### config.mk
export PLATFORM = sky130hd
export DESIGN_NAME = vga_timer
export DESIGN_NICKNAME = d
export VERILOG_FILES = /design/src/rtl/vga_timing_pkg.sv /design/src/rtl/vga_axis_counter.sv /design/src/rtl/vga_timer.sv
export SDC_FILE = /design/constraint.sdc
export NUM_CORES = 1
export LEC_CHECK = 0
export CAP_MARGIN = 20
export CORE_UTILIZATION = 35
export DETAILED_ROUTE_END_ITERATION = 6
export PLACE_DENSITY = 0.64
export SKIP_LAST_GASP = 1
export SLEW_MARGIN = 40
export SYNTH_ARGS = -nofsm -noshare
export SYNTH_HDL_FRONTEND = slang
export SYNTH_SLANG_ARGS = --single-unit
### constraint.sdc
create_clock -name clk -period 2.7 [get_ports clk]
set_clock_uncertainty 0.15 [all_clocks]
set_input_delay 0.27 -clock clk [delete_from_list [all_inputs] [get_ports clk]]
set_output_delay 0.27 -clock clk [all_outputs]
set_load 0.01 [all_outputs]
### src/rtl/vga_timing_pkg.sv
// Shared VGA timing constants: default 640x480@60 geometry and derived line/frame totals.
package vga_timing_pkg;

  localparam int CNT_W = 10;

  localparam int H_ACTIVE_DEF = 640;
  localparam int H_FP_DEF     = 16;
  localparam int H_SYNC_DEF   = 96;
  localparam int H_BP_DEF     = 48;
  localparam int V_ACTIVE_DEF = 480;
  localparam int V_FP_DEF     = 10;
  localparam int V_SYNC_DEF   = 2;
  localparam int V_BP_DEF     = 33;

  function automatic int axis_total(input int act, input int fp, input int sync, input int bp);
    return act + fp + sync + bp;
  endfunction

  localparam int H_TOTAL_DEF = axis_total(H_ACTIVE_DEF, H_FP_DEF, H_SYNC_DEF, H_BP_DEF);
  localparam int V_TOTAL_DEF = axis_total(V_ACTIVE_DEF, V_FP_DEF, V_SYNC_DEF, V_BP_DEF);

  // Decode of an axis position that the counter is about to enter.
  typedef struct packed {
    logic active;
    logic sync;
  } axis_flags_t;

endpackage

### src/rtl/vga_axis_counter.sv
// One timing axis: wrapping position counter, terminal-count flag and decode of the
// position being entered so the parent can register its outputs in step with the count.
module vga_axis_counter
  import vga_timing_pkg::*;
#(
  parameter int ACTIVE = H_ACTIVE_DEF,
  parameter int FP     = H_FP_DEF,
  parameter int SYNC   = H_SYNC_DEF,
  parameter int BP     = H_BP_DEF
) (
  input  logic             clk,
  input  logic             reset_n,
  input  logic             step,
  input  logic             restart,
  output logic [CNT_W-1:0] count,
  output logic             tc,
  output axis_flags_t      flags_next
);

  localparam int TOTAL = axis_total(ACTIVE, FP, SYNC, BP);
  localparam logic [CNT_W-1:0] LAST     = CNT_W'(TOTAL - 1);
  localparam logic [CNT_W-1:0] ONE      = CNT_W'(1);
  localparam logic [CNT_W-1:0] ACT_END  = CNT_W'(ACTIVE);
  localparam logic [CNT_W-1:0] SYNC_BEG = CNT_W'(ACTIVE + FP);
  localparam logic [CNT_W-1:0] SYNC_END = CNT_W'(ACTIVE + FP + SYNC);

  logic [CNT_W-1:0] count_q, count_d;
  logic             tc_q, tc_d;

  always_comb begin
    count_d = count_q;
    if (restart) begin
      count_d = LAST;
    end else if (step) begin
      count_d = tc_q ? '0 : count_q + ONE;
    end
    tc_d = (count_d == LAST);
    // A restart parks the axis at its last position with every decode forced low.
    flags_next.active = !restart && (count_d < ACT_END);
    flags_next.sync   = !restart && (count_d >= SYNC_BEG) && (count_d < SYNC_END);
  end

  always_ff @(posedge clk or negedge reset_n) begin
    if (!reset_n) begin
      count_q <= LAST;
      tc_q    <= 1'b1;
    end else begin
      count_q <= count_d;
      tc_q    <= tc_d;
    end
  end

  assign count = count_q;
  assign tc    = tc_q;

endmodule

### src/rtl/vga_timer.sv
// VGA raster timer: horizontal and vertical axis counters plus registered
// active/sync decode, line/frame start pulses and a wrapping frame counter.
module vga_timer
  import vga_timing_pkg::*;
#(
  parameter int H_ACTIVE = H_ACTIVE_DEF,
  parameter int H_FP     = H_FP_DEF,
  parameter int H_SYNC   = H_SYNC_DEF,
  parameter int H_BP     = H_BP_DEF,
  parameter int V_ACTIVE = V_ACTIVE_DEF,
  parameter int V_FP     = V_FP_DEF,
  parameter int V_SYNC   = V_SYNC_DEF,
  parameter int V_BP     = V_BP_DEF
) (
  input  logic       clk,
  input  logic       reset_n,
  input  logic       en,
  input  logic       restart,
  output logic [9:0] x,
  output logic [9:0] y,
  output logic       active,
  output logic       hsync,
  output logic       vsync,
  output logic       new_line,
  output logic       new_frame,
  output logic [7:0] frame_count
);

  logic        h_step, v_step;
  logic        h_tc, v_tc;
  axis_flags_t h_flags_next, v_flags_next;

  logic       active_q, active_d;
  logic       hsync_q, hsync_d;
  logic       vsync_q, vsync_d;
  logic       new_line_q, new_line_d;
  logic       new_frame_q, new_frame_d;
  logic [7:0] frame_count_q, frame_count_d;

  // Restart wins over en, so neither axis steps in a restart cycle.
  assign h_step = en && !restart;
  assign v_step = h_step && h_tc;

  vga_axis_counter #(
    .ACTIVE(H_ACTIVE),
    .FP    (H_FP),
    .SYNC  (H_SYNC),
    .BP    (H_BP)
  ) u_h_axis (
    .clk       (clk),
    .reset_n   (reset_n),
    .step      (h_step),
    .restart   (restart),
    .count     (x),
    .tc        (h_tc),
    .flags_next(h_flags_next)
  );

  vga_axis_counter #(
    .ACTIVE(V_ACTIVE),
    .FP    (V_FP),
    .SYNC  (V_SYNC),
    .BP    (V_BP)
  ) u_v_axis (
    .clk       (clk),
    .reset_n   (reset_n),
    .step      (v_step),
    .restart   (restart),
    .count     (y),
    .tc        (v_tc),
    .flags_next(v_flags_next)
  );

  // Decoding the positions being entered keeps these flops aligned with x/y.
  always_comb begin
    active_d      = h_flags_next.active && v_flags_next.active;
    hsync_d       = h_flags_next.sync;
    vsync_d       = v_flags_next.sync;
    new_line_d    = h_step && h_tc;
    new_frame_d   = v_step && v_tc;
    frame_count_d = frame_count_q + {7'd0, new_frame_d};
  end

  always_ff @(posedge clk or negedge reset_n) begin
    if (!reset_n) begin
      active_q      <= 1'b0;
      hsync_q       <= 1'b0;
      vsync_q       <= 1'b0;
      new_line_q    <= 1'b0;
      new_frame_q   <= 1'b0;
      frame_count_q <= 8'd0;
    end else begin
      active_q      <= active_d;
      hsync_q       <= hsync_d;
      vsync_q       <= vsync_d;
      new_line_q    <= new_line_d;
      new_frame_q   <= new_frame_d;
      frame_count_q <= frame_count_d;
    end
  end

  assign active      = active_q;
  assign hsync       = hsync_q;
  assign vsync       = vsync_q;
  assign new_line    = new_line_q;
  assign new_frame   = new_frame_q;
  assign frame_count = frame_count_q;

endmodule

## After elaboration in Yosys (flattened, before gate mapping)

Cells that the tools add are included.

- Add/subtract/negate cells: 3
- Multiply operators: 0
- Divide/modulo/power cells: 0
- Magnitude comparators: 6
- Equal/unequal tests: 2
- Shifts and indexed selects: 0
- Mux-type cells: 6
- Bitwise gates (word level): 0
- Reductions and logical operators: 11

Operator list:

| operator | count |
|---|---|
| 10-bit 2-to-1 mux | 6 |
| 10-bit by 1-bit adder with 10-bit output, second input constant | 2 |
| 10-bit equality test, second input constant | 2 |
| 10-bit < comparator, second input constant | 2 |
| 10-bit by 9-bit < comparator with 1-bit output, second input constant | 2 |
| 10-bit >= comparator, second input constant | 1 |
| 10-bit by 9-bit >= comparator with 1-bit output, second input constant | 1 |
| 1-bit logical AND | 10 |
| 8-bit by 1-bit adder with 8-bit output | 1 |
| 1-bit zero test | 1 |

- Register bits after elaboration: 35
- Latch bits: 0
- Memory bits (writable): 0
- ROM bits: 0
- Bits of input ports: 4
- Output and inout bits: 33
- Logic and storage cells: 38
- Memories kept: 0

## Depth between registers and ports, before layout

Gate-level depths: netlist of the first run.

- Depth after elaboration: 8
- Mapped depth: 8

## Cells and area by module

From an unflattened synthesis of the first run, not the netlist that was laid out.

- Cell total of the unflattened synthesis: 181
- Area, all modules: 1836.8 um^2

By module, submodules not included:

| module | instances | cells an instance | area each (um^2) |
|---|---|---|---|
| vga_axis_counter (u_v_axis) | 1 | 83 | 721.9 |
| vga_axis_counter (u_h_axis) | 1 | 66 | 644.4 |
| vga_timer | 1 | 32 | 470.5 |

## Worst setup path before layout of the first run

Ideal clock, no wire load.

- Kind: register to register
- Start: register u_h_axis.count_q[0], in the netlist u_h_axis.count[0]
- End: register hsync_q, in the netlist hsync
- Data arrival time: 1961 ps
- Required time: 2454 ps
- Setup slack: 493 ps
- Cell stages (with the launch flop): 6
- Buffers on the path: 0
- Period minus slack after synthesis: 2207 ps
- Path through: dfstp_2 -> nand3_1 -> or4_4 -> a2111oi_4 -> o21ai_2 -> a311oi_2

RTL lines:

| item | RTL line | text |
|---|---|---|
| start, declared | vga_axis_counter.sv:27 | `logic [CNT_W-1:0] count_q, count_d;` |
| start signal, assigned | vga_axis_counter.sv:48 | `count_q <= count_d;` |
| end signal, assigned | vga_timer.sv:94 | `hsync_q <= hsync_d;` |
| end, declared | vga_timer.sv:34 | `logic hsync_q, hsync_d;` |

## Worst setup path in the final report of the first run

- Start: input port en
- End: register u_v_axis.tc_q, in the netlist u_v_axis.tc

- Cells in the longest elaborated chain, start to end: 5

RTL lines:

| item | RTL line | text |
|---|---|---|
| start, declared | vga_timer.sv:17 | `input logic en,` |
| 1-bit logical AND | vga_timer.sv:41 | `assign h_step = en && !restart;` |
| 1-bit logical AND | n/a |  |
| via new_line_d | vga_timer.sv:36 | `logic new_line_q, new_line_d;` |
| 10-bit 2-to-1 mux | vga_axis_counter.sv:34 | `end else if (step) begin` |
| 10-bit 2-to-1 mux | vga_axis_counter.sv:32 | `if (restart) begin` |
| via u_v_axis.count_d[1] | vga_axis_counter.sv:27 |  |
| 10-bit equality test | vga_axis_counter.sv:37 | `tc_d = (count_d == LAST);` |
| via u_v_axis.tc_d | vga_axis_counter.sv:28 | `logic tc_q, tc_d;` |
| end signal, assigned | vga_axis_counter.sv:49 | `tc_q <= tc_d;` |
| end, declared | vga_axis_counter.sv:28 |  |

The timed path passes the listed nets, and every way through them passes these cells.

==> results of run 1 <==
synth_stat cells, types with 2 or more instances:
library cell	number	area share, %
o21ai_0	5	1.4
o21bai_1	2	0.82
o31a_1	3	1.4
nand2b_1	4	1.4
dfrtp_1	23	31
or4_1	3	1.2
a211o_1	2	0.96
xor2_1	5	2.4
a221o_1	2	1.1
mux2i_1	4	2.2
nor2_1	6	1.2
nand3_1	6	1.6
and4_1	2	0.96
a21oi_1	7	1.9
nor2b_1	2	0.68
or2_2	2	0.68
xnor2_1	5	2.4
nand4_1	4	1.4
nand4b_1	3	1.4
buf_6	2	1.2
nand2_1	12	2.5
a31oi_1	2	0.68
inv_1	10	2.1
nor3_1	2	0.55
dfstp_2	12	17
ha_1	4	2.7
o31ai_1	4	1.6
nor4_1	8	2.7
final cells by class:
class	instances	area, sq um	share of cell area, %
flip-flops and latches	35	891	36.7
multi-input cells	118	863	35.6
repair buffers	46	448	18.5
well taps	67	83.8	3.46
clock buffers	6	82.6	3.40
inverters	11	41.3	1.70
clock inverters	2	16.3	0.670
power breakdown:
| group | switching (mW) | internal [mW] |
|---|---|---|
| clock network | 0.213 | 0.208 |
| registers | 0.0740 | 0.602 |
| logic | 0.155 | 0.163 |
path summary, 6_finish.rpt:
check                                              endpoint  cells after the start                     start
worst max-delay path                  u_v_axis.tc$_DFF_PN1_                      7                        en
worst min-delay path            u_h_axis.count[6]$_DFF_PN0_                      2                   reset_n
worst max register to register              vsync$_DFF_PN0_                      5     u_h_axis.tc$_DFF_PN1_
worst min register to register     frame_count[7]$_DFF_PN0_                      1  frame_count[7]$_DFF_PN0_
max in group asynchronous             u_v_axis.tc$_DFF_PN1_                      2                   reset_n
min in group clk                   frame_count[7]$_DFF_PN0_                      1  frame_count[7]$_DFF_PN0_
registers in the layout (all words and copies together) (netlist names):
register and count:
u_v_axis.count 10, u_h_axis.tc 1, u_v_axis.tc 1, new_frame 1
vsync 1, active 1, hsync 1, new_line 1
u_h_axis.count 10, frame_count 8
logic make-up (layout without fill, tap and decap cells):
group / after synthesis / in the layout
flops: 35 / 35
simple gates: 66 / 66
buf+inv: 15 / 65
xor+xnor: 10 / 10
compound gates: 34 / 34
mux: 4 / 4
fa+ha+maj: 4 / 4
per-layer routing:
metal | share of wire (%) | track usage (%)
met2 | 46 | 24.2
met5 | 0 | 0
met3 | 4.9 | 5.01
met1 | 47 | 22.6
met4 | 1.9 | 7.97
worst max-delay path: stages:
cell and delay [ns]:
clkdlybuf4s50_1 0.61, nand3b_2 0.32, inv_2 0.06, a32o_1 0.29
a211o_1 0.27, or4b_1 0.52, nor4_2 0.16
==> impl_metrics.py, run 1 <==
metrics = {
    "timing": {
        "finalCritPeriodShare_pct": 90.9,
        "slew_viol_final": 0,
        "fmax_mhz": 407,
        "rsz0062_at_grt": "false",
        "maxSlewHeadroom_pct": 67.3,
        "min_period_ns": 2.45,
        "finalWorstSetupSlack_ns": 0.246,
        "finalSetupTns_ns": 0,
        "holdWs_ns": 0.225,
        "worstMarginPinSlew_ns": 0.488,
        "hold_viol_final": 0,
        "setup_violations": 0,
    },
    "routing": {
        "drt-total-wl_um": 4200,
        "vias": 1511,
        "drt-initial-drc-count": 65,
        "dr.pass1.iters": 4,
        "viasPerCell": 5.30,
        "ant_nets": 0,
        "drc": 0,
        "wl_per_cell_um": 14.7,
    },
    "die": {
        "dieArea_sq_um": 5520,
        "initial_core_util_pct": 37.5,
        "rows": 25,
        "dieHeight_um": 74.3,
        "core_area_sq_um": 4880,
        "fp.dieW_um": 74.3,
        "io_pins": 37,
    },
    "clock_tree": {
        "post_cts_buffers": 0,
        "cts_tree": "built",
        "cts.sinks": 35,
        "htree_levels": 2,
        "hold_buffers": 0,
        "clock_latency_ns": 0.30,
        "post_cts_resized": 0,
        "cts_buffers": 5,
        "root_buffer": "clkbuf_8",
        "clk_pin_slew_ns": 0.08,
        "clockBufferDepth": 2,
    },
    "logic_synthesis": {
        "synth-xor-area-share_pct": 4.79,
        "avgSynthCellArea_sq_um": 10.9,
        "synth_compound_area_share_pct": 14.6,
        "seq_area_frac_synth_pct": 48.7,
        "syn_nets": 176,
        "synth_edf_count": 0,
        "synth_cells": 168,
        "ys_types": 50,
        "muxShareOfSynthArea_pct": 2.19,
        "yosys.area_share.simple_pct": 22.8,
        "ys_ff_latch": 35,
        "synthAdderAreaFrac_pct": 2.74,
        "synthArstFlopShare_pct": 100,
        "ys_warn_count": 0,
        "synth_flop_cell": "dfrtp_1",
        "syn-cell-area_sq_um": 1830,
        "synth_top_family_by_area": "simple AND/OR/NAND/NOR gates",
    },
    "finish": {
        "n_fill_cell": 454,
        "layout-drive-gt1-share_pct": 18.8,
        "final_cells": 285,
        "finalCoreUtilization_pct": 49.7,
        "area_growth_pct": 32.6,
        "nets": 225,
        "layout_common_cells": "36 x clkdlybuf4s50_1, 23 x dfrtp_1, 12 x nand2_1, 12 x dfstp_2, 10 x inv_1",
        "stdcell_area_sq_um": 2430,
        "final_common_cell": "clkdlybuf4s50_1",
        "antennaDiodeCount": 0,
    },
    "place": {
        "dp_slack_ns": -0.0531,
        "io_buffers": 36,
        "dp.cells": 277,
        "placed_area_sq_um": 2330,
        "hpwlAfterDp_um": 2960,
        "gp_routability_congestion": 0.832,
    },
    "grt": {
        "antenna_found_initial": 0,
        "grt_max_degree": 36,
        "grt_overflow": 0,
        "groute.usage.overall_pct": 16.6,
        "grt_pass1_wl_um": 6710,
        "first_global_vias": 1377,
    },
    "worst_setup_path": {
        "cp_max_fo": 9,
        "cp-end-kind": "flip-flop",
        "crit_arrival_ns": 2.51,
        "required_ns": 2.75,
        "critPathKind": "in2reg",
        "regToRegSetupSlack_ns": 0.30,
        "startpoint_type": "input pin",
    },
    "pwr": {
        "powerDensity_nw_per_um2": 583,
        "ir_worst_vdd_mv": 0.217,
        "power_mw": 1.42,
        "p_leak_nw": 1.02,
    },
    "min_path": {
        "worstHoldPathType": "in2async",
    },
    "job": {
        "cap_viol_max_count": 0,
    },
    "run_status": {
        "status": "complete, no violations",
    },
}
Note: power is estimated with default switching activity, not from simulation.
==> run 2: changes to the inputs <==
--- a/config.mk
+++ b/config.mk
@@ -6,9 +6,11 @@
 export NUM_CORES = 1
 export LEC_CHECK = 0
 export CAP_MARGIN = 20
+export CORE_ASPECT_RATIO = 2
 export CORE_UTILIZATION = 35
 export DETAILED_ROUTE_END_ITERATION = 6
 export PLACE_DENSITY = 0.64
+export SKIP_CTS_REPAIR_TIMING = 1
 export SKIP_LAST_GASP = 1
 export SLEW_MARGIN = 40
 export SYNTH_ARGS = -nofsm -noshare
==> impl_metrics.py, run 2 (synthesis gave the netlist of run 1 again) <==
metrics = {
    "place": {
        "dp_slack_ns": -0.00713,
        "hpwlAfterDp_um": 3620,
        "io_buffers": 36,
        "dp.cells": 282,
        "gp_routability_congestion": 0.933,
    },
    "timing": {
        "finalCritPeriodShare_pct": 90.3,
        "slew_viol_final": 0,
        "setup_violations": 0,
        "min_period_ns": 2.44,
        "fmax_mhz": 410,
        "hold_viol_final": 0,
        "worstMarginPinSlew_ns": 0.433,
        "finalWorstSetupSlack_ns": 0.261,
        "maxSlewHeadroom_pct": 71.0,
        "rsz0062_at_grt": "false",
    },
    "min_path": {
        "worstHoldPathType": "in2async",
    },
    "worst_setup_path": {
        "slowest_stage": "clkdlybuf4s50_1",
        "required_ns": 2.75,
        "cp_slowest_stage_delay_ns": 0.55,
        "cp_max_fo": 9,
        "crit_arrival_ns": 2.49,
        "startpoint_type": "input pin",
        "crit_chain": "clkdlybuf4s50_1 -> nand4b_1 -> o31a_1 -> o21ai_0 -> or4b_1 -> nor4_2",
        "critPathKind": "in2reg",
        "cp-end-kind": "flip-flop",
    },
    "pwr": {
        "p_leak_nw": 1.10,
        "power.switching_mw": 0.429,
        "power_frac_seq_pct": 42.8,
        "powerDensity_nw_per_um2": 619,
        "intPower_mw": 1.15,
        "clockPowerShare_pct": 35.6,
        "swShare_pct": 27.1,
        "ir_worst_vdd_mv": 0.635,
        "pwr-share-comb_pct": 21.6,
    },
    "routing": {
        "wl_per_cell_um": 15.8,
        "vias": 1581,
        "dr_wl_met2_um": 2750,
        "wl_met3_um": 115,
        "top_layer": "met4",
        "drt-total-wl_um": 4580,
        "ant_nets": 0,
        "drt-initial-drc-count": 35,
        "drc": 0,
        "viasPerCell": 5.45,
        "drt-met1-wl_um": 1510,
        "dr.pass1.iters": 4,
    },
    "grt": {
        "grt_overflow": 0,
        "grt_pass1_wl_um": 7330,
        "first_global_vias": 1603,
        "groute.usage.overall_pct": 18.7,
        "antenna_found_initial": 0,
        "grt_max_degree": 36,
    },
    "die": {
        "initial_core_util_pct": 36.9,
        "dieArea_sq_um": 5540,
        "core_area_sq_um": 4950,
        "io_pins": 37,
        "fp.dieW_um": 53.1,
        "rows": 36,
        "dieHeight_um": 104,
    },
    "clock_tree": {
        "root_buffer": "clkbuf_8",
        "cts_buffers": 5,
        "clock_latency_ns": 0.29,
        "htree_levels": 2,
        "cts_tree": "built",
        "clockBufferDepth": 2,
        "cts.sinks": 35,
        "clk_pin_slew_ns": 0.07,
    },
    "run_status": {
        "status": "complete, no violations",
    },
    "finish": {
        "final_common_cell": "clkdlybuf4s50_1",
        "layout-drive-gt1-share_pct": 24.0,
        "n_fill_cell": 476,
        "antennaDiodeCount": 0,
        "area_growth_pct": 39.5,
        "final_cells": 290,
        "layout_common_cells": "36 x clkdlybuf4s50_1, 25 x buf_4, 23 x dfrtp_1",
        "nets": 240,
        "finalCoreUtilization_pct": 51.5,
    },
    "job": {
        "cap_viol_max_count": 0,
    },
}
==> run 2: changes by cell type in the layout (fill, tap and decap cells not counted), sizes merged <==
cell / previous run / this run
buf: 10 / 25
clkinv: 1 / 0
clkbuf: 6 / 5
bufinv: 0 / 2
==> run 2: stage by stage <==
step                      total power, mW  TNS [ns]  instance area, sq um  hold slack (ns)
after floorplan                     0.836         0                  1830           -0.176
after global placement               1.02   -0.0369                  2410            0.317
after detailed placement             1.03  -0.00786                  2410            0.329
after CTS                            1.60         0                  2550            0.247
after global routing                 1.65         0                  2550            0.279
final                                1.58         0                  2550            0.230
==> run 2: power by group through the flow <==
stage	Clock, mW	Combinational [mW]	Sequential [mW]
6_report	0.563	0.341	0.675
2_1_floorplan	0	0.150	0.686
4_1_cts	0.578	0.345	0.676
5_1_grt	0.601	0.370	0.683
3_5_place_dp	0	0.343	0.683
3_3_place_gp	0	0.341	0.683
==> run 2: critical path: cells and delay by family <==
family                 cells  cell delay (ns)
AO/OA/AOI/OAI              2             0.63
buffers and inverters      1             0.55
AND/OR/NAND/NOR            3             1.04
==> run 2: worst paths after layout <==
check	from	to	slack (ns)	cells past startpoint
min in group clk	frame_count[7]$_DFF_PN0_	frame_count[7]$_DFF_PN0_	0.34	1
hold / removal	reset_n	u_v_axis.count[1]$_DFF_PN0_	0.23	2
hold reg to reg	frame_count[7]$_DFF_PN0_	frame_count[7]$_DFF_PN0_	0.34	1
setup reg to reg	u_v_axis.count[2]$_DFF_PN1_	u_v_axis.tc$_DFF_PN1_	0.32	5
max in group asynchronous	reset_n	u_h_axis.count[3]$_DFF_PN1_	1.82	2
setup / recovery	restart	u_v_axis.tc$_DFF_PN1_	0.26	6
==> run 2: area by class of cell <==
type | count | area [sq um] | share of cell area (%)
clock buffer | 5 | 68.8 | 2.70
clock inverter | 3 | 67.6 | 2.65
inverter | 11 | 41.3 | 1.62
multi-input combinational | 118 | 863 | 33.8
sequential | 35 | 891 | 34.9
tap | 57 | 71.3 | 2.80
timing repair buffer | 61 | 548 | 21.5
==> run 2: metal layers <==
layer  vias to the layer above  global-route usage [%]
met1                       775                    17.0
met5                         -                       0
li1                        753                       -
met4                         0                    11.1
met3                        16                    3.22
met2                        37                    35.0
